$ cat config.mk
export PLATFORM = sky130hd
export DESIGN_NAME = ps2_key_decoder
export DESIGN_NICKNAME = d
export VERILOG_FILES = /design/src/rtl/ps2_key_decoder_pkg.sv /design/src/rtl/ps2_key_decoder_ascii_lut.sv /design/src/rtl/ps2_key_decoder.sv
export SDC_FILE = /design/constraint.sdc
export NUM_CORES = 1
export LEC_CHECK = 0
export BUFFER_PORTS_ARGS = -buffer_cell sky130_fd_sc_hd__buf_2
export CAP_MARGIN = 25
export CORE_ASPECT_RATIO = 0.75
export CORE_MARGIN = 8
export CORE_UTILIZATION = 39
export DETAILED_ROUTE_END_ITERATION = 8
export PLACE_DENSITY_LB_ADDON = 0.25
export SLEW_MARGIN = 20
export SYNTH_ARGS = -nofsm -noshare
export SYNTH_HDL_FRONTEND = slang
export SYNTH_HIERARCHICAL = 1
export SYNTH_SLANG_ARGS = --single-unit
$ cat constraint.sdc
create_clock -name clk -period 2.55 [get_ports clk]
set_input_delay 0.6375 -clock clk [delete_from_list [all_inputs] [get_ports clk]]
set_output_delay 0.6375 -clock clk [all_outputs]
set_load 0.05 [all_outputs]
$ cat src/rtl/ps2_key_decoder_pkg.sv
// Shared scancode constants, parser state encoding, event record and letter lookup
// for the PS/2 set-2 key decoder.
package ps2_key_decoder_pkg;

  localparam logic [7:0] SC_E0     = 8'hE0;
  localparam logic [7:0] SC_E1     = 8'hE1;
  localparam logic [7:0] SC_F0     = 8'hF0;
  localparam logic [7:0] SC_LSHIFT = 8'h12;
  localparam logic [7:0] SC_RSHIFT = 8'h59;
  localparam logic [7:0] SC_CTRL   = 8'h14;
  localparam logic [7:0] SC_CAPS   = 8'h58;
  localparam logic [2:0] PAUSE_SKIP = 3'd7;

  typedef enum logic [4:0] {
    ST_IDLE    = 5'b00001,
    ST_EXT     = 5'b00010,
    ST_BRK     = 5'b00100,
    ST_EXT_BRK = 5'b01000,
    ST_PAUSE   = 5'b10000
  } state_t;

  typedef struct packed {
    logic       ext;
    logic [7:0] ascii;
    logic [7:0] code;
  } evt_t;

  // Lowercase letter for a set-2 scancode, 0x00 when the code is not a letter.
  function automatic logic [7:0] letter_of(input logic [7:0] code);
    case (code)
      8'h1C: return "a";  8'h32: return "b";  8'h21: return "c";  8'h23: return "d";
      8'h24: return "e";  8'h2B: return "f";  8'h34: return "g";  8'h33: return "h";
      8'h43: return "i";  8'h3B: return "j";  8'h42: return "k";  8'h4B: return "l";
      8'h3A: return "m";  8'h31: return "n";  8'h44: return "o";  8'h4D: return "p";
      8'h15: return "q";  8'h2D: return "r";  8'h1B: return "s";  8'h2C: return "t";
      8'h3C: return "u";  8'h2A: return "v";  8'h1D: return "w";  8'h22: return "x";
      8'h35: return "y";  8'h1A: return "z";
      default: return 8'h00;
    endcase
  endfunction

endpackage

$ cat src/rtl/ps2_key_decoder_ascii_lut.sv
// Combinational scancode-to-ASCII translation honouring shift, ctrl and caps-lock.
// Extended (E0) codes and unmapped codes translate to 0x00.
module ps2_key_decoder_ascii_lut
  import ps2_key_decoder_pkg::*;
(
  input  logic [7:0] code,
  input  logic       ext,
  input  logic       shift,
  input  logic       ctrl,
  input  logic       caps,
  output logic [7:0] ascii
);

  logic [7:0] letter;
  logic [7:0] digit;
  logic [7:0] symbol;
  logic [7:0] special;

  always_comb begin
    letter  = letter_of(code);
    digit   = 8'h00;
    symbol  = 8'h00;
    special = 8'h00;
    case (code)
      8'h16: begin digit = "1"; symbol = "!"; end
      8'h1E: begin digit = "2"; symbol = "@"; end
      8'h26: begin digit = "3"; symbol = "#"; end
      8'h25: begin digit = "4"; symbol = "$"; end
      8'h2E: begin digit = "5"; symbol = "%"; end
      8'h36: begin digit = "6"; symbol = "^"; end
      8'h3D: begin digit = "7"; symbol = "&"; end
      8'h3E: begin digit = "8"; symbol = "*"; end
      8'h46: begin digit = "9"; symbol = "("; end
      8'h45: begin digit = "0"; symbol = ")"; end
      8'h29: special = 8'h20;
      8'h5A: special = 8'h0D;
      8'h66: special = 8'h08;
      8'h0D: special = 8'h09;
      8'h76: special = 8'h1B;
      default: ;
    endcase

    ascii = 8'h00;
    if (!ext) begin
      // ctrl wins over case: ctrl+a..z maps onto 0x01..0x1A
      if (letter != 8'h00) begin
        if (ctrl)               ascii = letter - 8'h60;
        else if (shift ^ caps)  ascii = letter - 8'h20;
        else                    ascii = letter;
      end else if (digit != 8'h00) begin
        ascii = shift ? symbol : digit;
      end else begin
        ascii = special;
      end
    end
  end

endmodule

$ cat src/rtl/ps2_key_decoder.sv
// PS/2 set-2 scancode parser with modifier tracking, ASCII translation, event FIFO,
// held-key display registers and a release counter.
module ps2_key_decoder
  import ps2_key_decoder_pkg::*;
#(
  parameter int FIFO_DEPTH   = 4,
  parameter int CNT_W        = 8,
  parameter int TIMEOUT_CYC  = 65535,
  parameter bit SUPPRESS_RPT = 1'b1
) (
  input  logic             clk,
  input  logic             rst,
  input  logic [7:0]       ps2_data,
  input  logic             ps2_valid,
  input  logic             evt_ready,
  input  logic             ovf_clr,
  output logic             evt_valid,
  output logic [7:0]       evt_code,
  output logic [7:0]       evt_ascii,
  output logic             evt_ext,
  output logic             disp_en,
  output logic [7:0]       disp_code,
  output logic [7:0]       disp_ascii,
  output logic             shift_flag,
  output logic             ctrl_flag,
  output logic             caps_flag,
  output logic [CNT_W-1:0] key_cnt,
  output logic             ovf
);

  localparam int AW    = $clog2(FIFO_DEPTH);
  localparam int PW    = AW + 1;
  localparam int TMO_W = (TIMEOUT_CYC > 1) ? $clog2(TIMEOUT_CYC) : 1;

  state_t           state_reg, state_next;
  logic [2:0]       skip_reg, skip_next;
  logic [TMO_W-1:0] tmo_reg;
  logic             timeout_hit, make_fire, brk_fire, ev_ext;

  logic             shift_l_reg, shift_r_reg, ctrl_l_reg, ctrl_r_reg;
  logic             caps_reg, caps_held_reg, disp_en_reg, ovf_reg;
  logic [7:0]       disp_code_reg, disp_ascii_reg, ascii;
  logic [8:0]       held_reg, key;
  logic [CNT_W-1:0] key_cnt_reg;

  logic [PW-1:0]    wr_ptr_reg, rd_ptr_reg, fill;
  evt_t             mem [FIFO_DEPTH];
  evt_t             head;
  logic             is_lshift, is_rshift, is_lctrl, is_rctrl, is_caps, is_mod;
  logic             push_req, push_ok, pop, full, drop;

  assign timeout_hit = (TIMEOUT_CYC != 0) && (state_reg != ST_IDLE) && !ps2_valid &&
                       (tmo_reg == TMO_W'(TIMEOUT_CYC - 1));

  always_comb begin
    state_next = state_reg;
    skip_next  = skip_reg;
    make_fire  = 1'b0;
    brk_fire   = 1'b0;
    ev_ext     = 1'b0;
    if (ps2_valid) begin
      case (state_reg)
        ST_IDLE: begin
          if (ps2_data == SC_E0)      state_next = ST_EXT;
          else if (ps2_data == SC_F0) state_next = ST_BRK;
          else if (ps2_data == SC_E1) begin
            state_next = ST_PAUSE;
            skip_next  = PAUSE_SKIP;
          end else                    make_fire = 1'b1;
        end
        ST_EXT: begin
          ev_ext = 1'b1;
          if (ps2_data == SC_F0) state_next = ST_EXT_BRK;
          else if (ps2_data != SC_E0) begin
            make_fire  = 1'b1;
            state_next = ST_IDLE;
          end
        end
        ST_BRK: begin
          if (ps2_data != SC_F0) begin
            brk_fire   = 1'b1;
            state_next = ST_IDLE;
          end
        end
        ST_EXT_BRK: begin
          ev_ext     = 1'b1;
          brk_fire   = 1'b1;
          state_next = ST_IDLE;
        end
        ST_PAUSE: begin
          skip_next = skip_reg - 3'd1;
          if (skip_reg == 3'd1) state_next = ST_IDLE;
        end
        default: state_next = ST_IDLE;
      endcase
    end else if (timeout_hit) begin
      state_next = ST_IDLE;
    end
  end

  assign key       = {ev_ext, ps2_data};
  assign is_lshift = (key == {1'b0, SC_LSHIFT});
  assign is_rshift = (key == {1'b0, SC_RSHIFT});
  assign is_lctrl  = (key == {1'b0, SC_CTRL});
  assign is_rctrl  = (key == {1'b1, SC_CTRL});
  assign is_caps   = (key == {1'b0, SC_CAPS});
  assign is_mod    = is_lshift | is_rshift | is_lctrl | is_rctrl | is_caps;

  assign shift_flag = shift_l_reg | shift_r_reg;
  assign ctrl_flag  = ctrl_l_reg | ctrl_r_reg;
  assign caps_flag  = caps_reg;

  ps2_key_decoder_ascii_lut u_lut (
    .code  (ps2_data),
    .ext   (ev_ext),
    .shift (shift_flag),
    .ctrl  (ctrl_flag),
    .caps  (caps_reg),
    .ascii (ascii)
  );

  // A typematic repeat is a make of the key that is still shown as held.
  assign push_req = make_fire && !is_mod &&
                    !(SUPPRESS_RPT && disp_en_reg && (key == held_reg));
  assign fill     = wr_ptr_reg - rd_ptr_reg;
  assign full     = (fill == PW'(FIFO_DEPTH));
  assign pop      = evt_valid && evt_ready;
  assign push_ok  = push_req && (!full || pop);
  assign drop     = push_req && full && !pop;

  always_ff @(posedge clk or negedge rst) begin
    if (!rst) begin
      state_reg      <= ST_IDLE;
      skip_reg       <= '0;
      tmo_reg        <= '0;
      shift_l_reg    <= 1'b0;
      shift_r_reg    <= 1'b0;
      ctrl_l_reg     <= 1'b0;
      ctrl_r_reg     <= 1'b0;
      caps_reg       <= 1'b0;
      caps_held_reg  <= 1'b0;
      disp_en_reg    <= 1'b0;
      disp_code_reg  <= '0;
      disp_ascii_reg <= '0;
      held_reg       <= '0;
      key_cnt_reg    <= '0;
      ovf_reg        <= 1'b0;
      wr_ptr_reg     <= '0;
      rd_ptr_reg     <= '0;
    end else begin
      state_reg <= state_next;
      skip_reg  <= skip_next;
      tmo_reg   <= (state_reg == ST_IDLE || ps2_valid) ? '0 : tmo_reg + TMO_W'(1);

      if (make_fire) begin
        if (is_lshift)      shift_l_reg <= 1'b1;
        else if (is_rshift) shift_r_reg <= 1'b1;
        else if (is_lctrl)  ctrl_l_reg  <= 1'b1;
        else if (is_rctrl)  ctrl_r_reg  <= 1'b1;
        else if (is_caps) begin
          if (!caps_held_reg) caps_reg <= !caps_reg;
          caps_held_reg <= 1'b1;
        end else begin
          disp_code_reg  <= ps2_data;
          disp_ascii_reg <= ascii;
          disp_en_reg    <= 1'b1;
          held_reg       <= key;
        end
      end

      if (brk_fire) begin
        if (is_lshift)      shift_l_reg   <= 1'b0;
        else if (is_rshift) shift_r_reg   <= 1'b0;
        else if (is_lctrl)  ctrl_l_reg    <= 1'b0;
        else if (is_rctrl)  ctrl_r_reg    <= 1'b0;
        else if (is_caps)   caps_held_reg <= 1'b0;
        else begin
          key_cnt_reg <= key_cnt_reg + CNT_W'(1);
          if (key == held_reg) disp_en_reg <= 1'b0;
        end
      end

      if (push_ok) wr_ptr_reg <= wr_ptr_reg + PW'(1);
      if (pop)     rd_ptr_reg <= rd_ptr_reg + PW'(1);
      if (drop)         ovf_reg <= 1'b1;
      else if (ovf_clr) ovf_reg <= 1'b0;
    end
  end

  always_ff @(posedge clk) begin
    if (push_ok) mem[wr_ptr_reg[AW-1:0]] <= '{ext: ev_ext, ascii: ascii, code: ps2_data};
  end

  // Storage is not reset, so the head is masked until an entry exists.
  assign head       = mem[rd_ptr_reg[AW-1:0]];
  assign evt_valid  = (wr_ptr_reg != rd_ptr_reg);
  assign evt_code   = evt_valid ? head.code  : 8'h00;
  assign evt_ascii  = evt_valid ? head.ascii : 8'h00;
  assign evt_ext    = evt_valid & head.ext;
  assign disp_en    = disp_en_reg;
  assign disp_code  = disp_code_reg;
  assign disp_ascii = disp_ascii_reg;
  assign key_cnt    = key_cnt_reg;
  assign ovf        = ovf_reg;

endmodule

**Word level (Yosys, flattened, before mapping)**

Memory sizes are Yosys's and may differ from the RTL's.
Cells that the tools add are included.

- Register bits after elaboration: 71
- RAM bits: 68
- ROM bits: 896
- Input port bits: 13
- Output and inout bits: 47
- Logic and storage cells: 208
- Memories: 2

- Add/sub/neg operators: 8
- Eq/ne operators: 43
- Mux-type cells: 96
- Bitwise logic cells: 14
- Reduce and logical (&&, ||, !) cells: 28

Memory list:

| memory | words | width | read ports | clocked after Yosys merged registers in | write ports | line | source |
|---|---|---|---|---|---|---|---|
| (no name shown) | 128 | 7 | 1 | 0 | 0 | ps2_key_decoder_pkg.sv:30 | `case (code)` |
| mem | 4 | 17 | 1 | 0 | 1 | ps2_key_decoder.sv:47 | `evt_t mem [FIFO_DEPTH];` |

Operators by type and width:

| cell | count |
|---|---|
| 7-bit one-hot mux with 10 select lines | 1 |
| 1-bit two-way mux | 67 |
| 8-bit two-way mux | 8 |
| 6-bit one-hot mux with 10 select lines | 1 |
| 8-bit by 6-bit equality test with 1-bit output, second input constant | 7 |
| 5-bit two-way mux | 9 |
| 8-bit by 7-bit equality test with 1-bit output, second input constant | 5 |
| 6-bit one-hot mux with 5 select lines | 1 |
| 8-bit equality test, second input constant | 3 |
| 5-bit one-hot mux with 4 select lines | 1 |
| 9-bit by 5-bit equality test with 1-bit output, second input constant | 2 |
| 9-bit by 7-bit equality test with 1-bit output, second input constant | 2 |
| 16-bit by 1-bit adder with 16-bit output, second input constant | 1 |
| 16-bit equality test, second input constant | 1 |
| 8-bit by 5-bit equality test with 1-bit output, second input constant | 2 |
| 16-bit two-way mux | 1 |
| 8-bit inequality test, second input constant | 2 |
| 8-bit nonzero test | 2 |
| 6-bit AND reduction | 2 |
| 5-bit AND reduction | 2 |
| 9-bit equality test | 1 |
| 9-bit equality test, second input constant | 1 |
| 1-bit logical AND | 9 |
| 3-bit two-way mux | 3 |
| 32 further kinds | 55 |

**Logic depth before layout (Yosys ltp)**

- Word-level depth: 18
- Gate-level depth with buffers: 11
- Depth with buffers taken out: 11

**Cells and area by module**

Netlist, hierarchy kept.

By module, submodules not included:

| module | times used | cells each | area each (µm²) | sequential area each (µm²) |
|---|---|---|---|---|
| ps2_key_decoder | 1 | 436 | 5969.5 | 3619.7 |
| ps2_key_decoder_ascii_lut | 1 | 180 | 1281.2 | 0.0 |

**Worst setup path after synthesis**

Ideal clock, no wire load.

- Path kind: register to output
- Start point: register rd_ptr_reg[1]
- End point: output port evt_ascii[0]
- Data arrival time: 2531 ps
- Data required time: 1913 ps
- Setup slack: -619 ps
- Cell stages (with the launch flop): 8
- Buffers on the path: 3
- Cells stage by stage: dfrtp_1 -> clkbuf_1 -> clkbuf_1 -> inv_1 -> ha_1 -> nand3_1 -> clkbuf_1 -> and2_1

- Cells in the longest elaborated chain, start to end: 2
- Elaborated cells between the ends (all ways): 3
- Those cells by class: eq/ne: 1; mux: 1; memory: 1

RTL lines:

| what | line | source |
|---|---|---|
| start: declaration | ps2_key_decoder.sv:46 | `logic [PW-1:0] wr_ptr_reg, rd_ptr_reg, fill;` |
| start signal: assignment | ps2_key_decoder.sv:184 | `if (pop) rd_ptr_reg <= rd_ptr_reg + PW'(1);` |
| 3-bit inequality test | ps2_key_decoder.sv:196 | `assign evt_valid = (wr_ptr_reg != rd_ptr_reg);` |
| net evt_valid | ps2_key_decoder.sv:17 | `output logic evt_valid,` |
| 8-bit two-way mux | ps2_key_decoder.sv:198 | `assign evt_ascii = evt_valid ? head.ascii : 8'h00;` |
| end: declaration | ps2_key_decoder.sv:19 | `output logic [7:0] evt_ascii,` |

The timed path passes the listed nets, and every way through them passes these cells.

**Worst setup path after layout**

- Start point: register rd_ptr_reg[0]
- End point: output port evt_ascii[5]

- Cells in the longest elaborated chain, start to end: 2
- Elaborated cells between the ends (all ways): 3
- Those cells by class: eq/ne: 1; mux: 1; memory: 1

RTL lines:

| what | line |
|---|---|
| memory 4 x 17 bit or 3-bit inequality test (tied branches) | -- |
| 8-bit two-way mux * | ps2_key_decoder.sv:198 |

Every way passes the cells marked *; elsewhere a longest branch is shown, timed or not.

==> results_dict.tcl <==
set metrics [dict create \
    outcome "finished clean" \
    combPwrFrac 0.491 \
    setup_viol 0 \
    hpwl_um 13710 \
    synth_seq_area_share 0.4992 \
    ys_ff_latch 131 \
    clock_latency_ns 0.42 \
    die-area_um2 23260 \
    cts_tree "done" \
    htree_levels 4 \
    place_inst 984 \
    cp-start-kind "flop" \
    synth-async-reset-ratio 0.4809 \
    slowest_stage "mux4_2" \
    cts_hold_buffers 0 \
    die_x_um 173.4 \
    numClockSinks 131 \
    timing.rr.start "state_reg[0]" \
    regToRegSetupSlack_ns 0.20 \
    finalPower_uw 10320 \
    fin_crit_ns 2.520 \
    vias 5492 \
    grt_use_total 0.1626 \
    antenna_found_initial 0 \
    netSwitchingFraction 0.4037 \
    cp-end-kind "primary output" \
    arrival_ns 1.88 \
    drive_above_1_share 0.3997 \
    grt_first_pass_wirelength_um 30100 \
    crit_required_ns 1.91 \
    ys_top_cells_by_area "edfxtp_1, dfrtp_1, mux4_2" \
    grt_start_max_net_pins 27 \
    p_clk_frac 0.226 \
    r2r_end "mem[3][1]" \
    synth_top_area_frac 0.2816 \
    cp_max_fo 7 \
    vias_per_cell 5.358 \
    die_h_um 134.1 \
    synth_area_per_cell_um2 11.77 \
    p_seq_frac 0.284 \
    design_area_um2 9478 \
    worst_slew_margin_rel 0.5686 \
    synth_top_flop_cell "edfxtp_1" \
    first_global_vias 5428 \
    ff2ff_path_depth 7 \
    port_buffers 59 \
    dpl_cell_area_um2 8449 \
    largest_register_ffs 68 \
    coreArea_um2 18350 \
    fin_cells 1025 \
    hold_class "in2async" \
    design.portCount 60 \
    rows 43 \
    drtPass1Iterations 6 \
    p_sw_uw 4165 \
    synth_nets 650 \
    internal_power_uw 6151 \
    grt_overflow 0 \
    fin_skew_ns 0.009502 \
    crit_chain "clkbuf_16, mux4_2, and2_4, buf_8" \
    fin_nets 799 \
    maxCapViolCount 0 \
    final_cell_mix "buf_4, edfxtp_1, dfrtp_1, buf_2, nor2_1" \
    cts.clk_slew.worst_paths_ns 0.06 \
    synth_area_um2 7251 \
    synth_edf_count 68 \
    ys_types 79 \
    synthCells 616 \
    critPathMaxStageDelay_ns 0.51 \
    wl_um 19200 \
    drtAntennaViolNets 0 \
    start_util 0.3952 \
    regArea_um2 3621 \
    multi_input_area_um2 3512 \
    ctsRootBufferMaster "clkbuf_16" \
    power_density_nw_per_um2 1088 \
    critPathKind "reg2out" \
    vdd_ir_drop_max_mv 0.9654 \
    drtIter0Drc 413 \
    syn2layout_area_growth_pct 30.72 \
    worst_slew_pin_slew_ns 0.6471 \
    clock.fmax_ghz 0.3968 \
    hold_viol_final 0 \
    wl_per_cell_um 18.73 \
    drc_errors 0 \
    cts_max_path_buffers 2 \
    rsz0062_at_grt "yes" \
    cts_buffers 17 \
    setup-tns-final_ns 0 \
    yosysWarnings 6 \
    yosysTopAreaCell "edfxtp_1" \
    slew_viol_final 0 \
    fin_crit_sh 0.9882 \
    routabilityCongestion 0.8777 \
    power_leakage_uw 0.003880 \
    layout_commonest_cell "buf_4" \
    antennaDiodeCount 0 \
    fillers 1578 \
]
==> cells by family (layout without fill, tap and decap cells) <==
family | after synthesis | count (layout) | synth area share
flops | 131 | 131 | 0.4992
compound gates | 102 | 102 | 0.1011
xor+xnor | 36 | 36 | 0.04349
simple gates | 216 | 218 | 0.1726
mux | 47 | 47 | 0.09784
fa+ha+maj | 21 | 21 | 0.03624
buf+inv | 63 | 223 | 0.04952
==> final cells by class <==
| cell class | count | share of cell area |
|---|---|---|
| flip-flops and latches | 131 | 0.3820 |
| multi-input cells | 424 | 0.3706 |
| repair buffers | 168 | 0.1457 |
| clock buffers | 17 | 0.04488 |
| well taps | 247 | 0.03261 |
| clock inverters | 15 | 0.01452 |
| inverters | 23 | 0.009637 |
==> worst max-delay path by stage <==
stage                        from       endpoint  slack, ns  cells past startpoint
floorplan             ps2_data[1]  disp_ascii[5]      -0.13                     11
global placement      ps2_data[1]     mem[0][13]      -0.49                     12
CTS                 rd_ptr_reg[0]   evt_ascii[0]      -0.05                      4
detailed placement    ps2_data[0]  disp_ascii[0]      -0.57                     10
finish              rd_ptr_reg[0]   evt_ascii[5]       0.03                      4
global route          ps2_data[2]     mem[1][13]      -0.08                     10
==> per-stage QoR <==
step,util,worst slack (ns),hold slack (ns)
4_1_cts,0.5034,-0.05416,0.2486
5_1_grt,0.5166,-0.07952,0.2756
6_report,0.5166,0.03001,0.2343
3_3_place_gp,0.4605,-0.4930,0.4549
2_1_floorplan,-,-0.1341,0.3419
3_5_place_dp,0.4605,-0.5702,0.4630
==> synthesized netlist by cell type (3+ instances only) <==
| master | n |
|---|---|
| nand3_1 | 21 |
| ha_1 | 21 |
| nor2_1 | 41 |
| buf_2 | 5 |
| nand2b_1 | 8 |
| edfxtp_1 | 68 |
| mux2_2 | 21 |
| buf_4 | 11 |
| or2_2 | 3 |
| nand3b_1 | 5 |
| a31oi_1 | 8 |
| o2bb2ai_1 | 3 |
| nor4_1 | 4 |
| mux4_2 | 17 |
| xor2_1 | 14 |
| nand2_1 | 32 |
| and2_1 | 22 |
| clkbuf_1 | 12 |
| a22o_1 | 3 |
| or3_1 | 6 |
| a41oi_1 | 3 |
| xnor2_1 | 22 |
| nand4b_1 | 3 |
| mux2i_1 | 9 |
| a21oi_1 | 31 |
| buf_6 | 10 |
| and2_2 | 4 |
| dfrtp_1 | 62 |
| nand4_1 | 15 |
| and3_1 | 11 |
| inv_1 | 22 |
| nor2b_1 | 6 |
| nor3_1 | 12 |
| o21ai_0 | 19 |
| a311oi_1 | 3 |
==> power by group through the flow <==
stage	sequential, uW	clock (uW)	combinational, uW
global route	2970	2440	5340
finish	2930	2330	5060
floorplan	3030	0	3020
detailed placement	2960	0	4120
CTS	2930	2360	4750
global placement	2940	0	4090
==> worst max-delay path, delay by kind of cell, from the launching register on <==
family | cells | cell delay, ns
mux | 1 | 0.51
simple gates | 1 | 0.16
flops | 1 | 0.45
buf+inv | 2 | 0.33
==> repair_timing <==
item | CTS | global route
gates cloned | 1 | 2
pin swaps | 10 | 19
resized for setup | 58 | 52
buffers inserted | 4 | 3
endpoints found under the setup margin | 39 | 117
==> per-layer routing <==
layer  part of all wire  vias to the layer above  track usage
met3              0.044                       18      0.03286
met1               0.46                     2759       0.2168
li1                   -                     2583            -
met5                  0                        -            0
met2               0.48                      132       0.2642
met4              0.011                        0      0.04778
(Power assumes the default switching activity.)
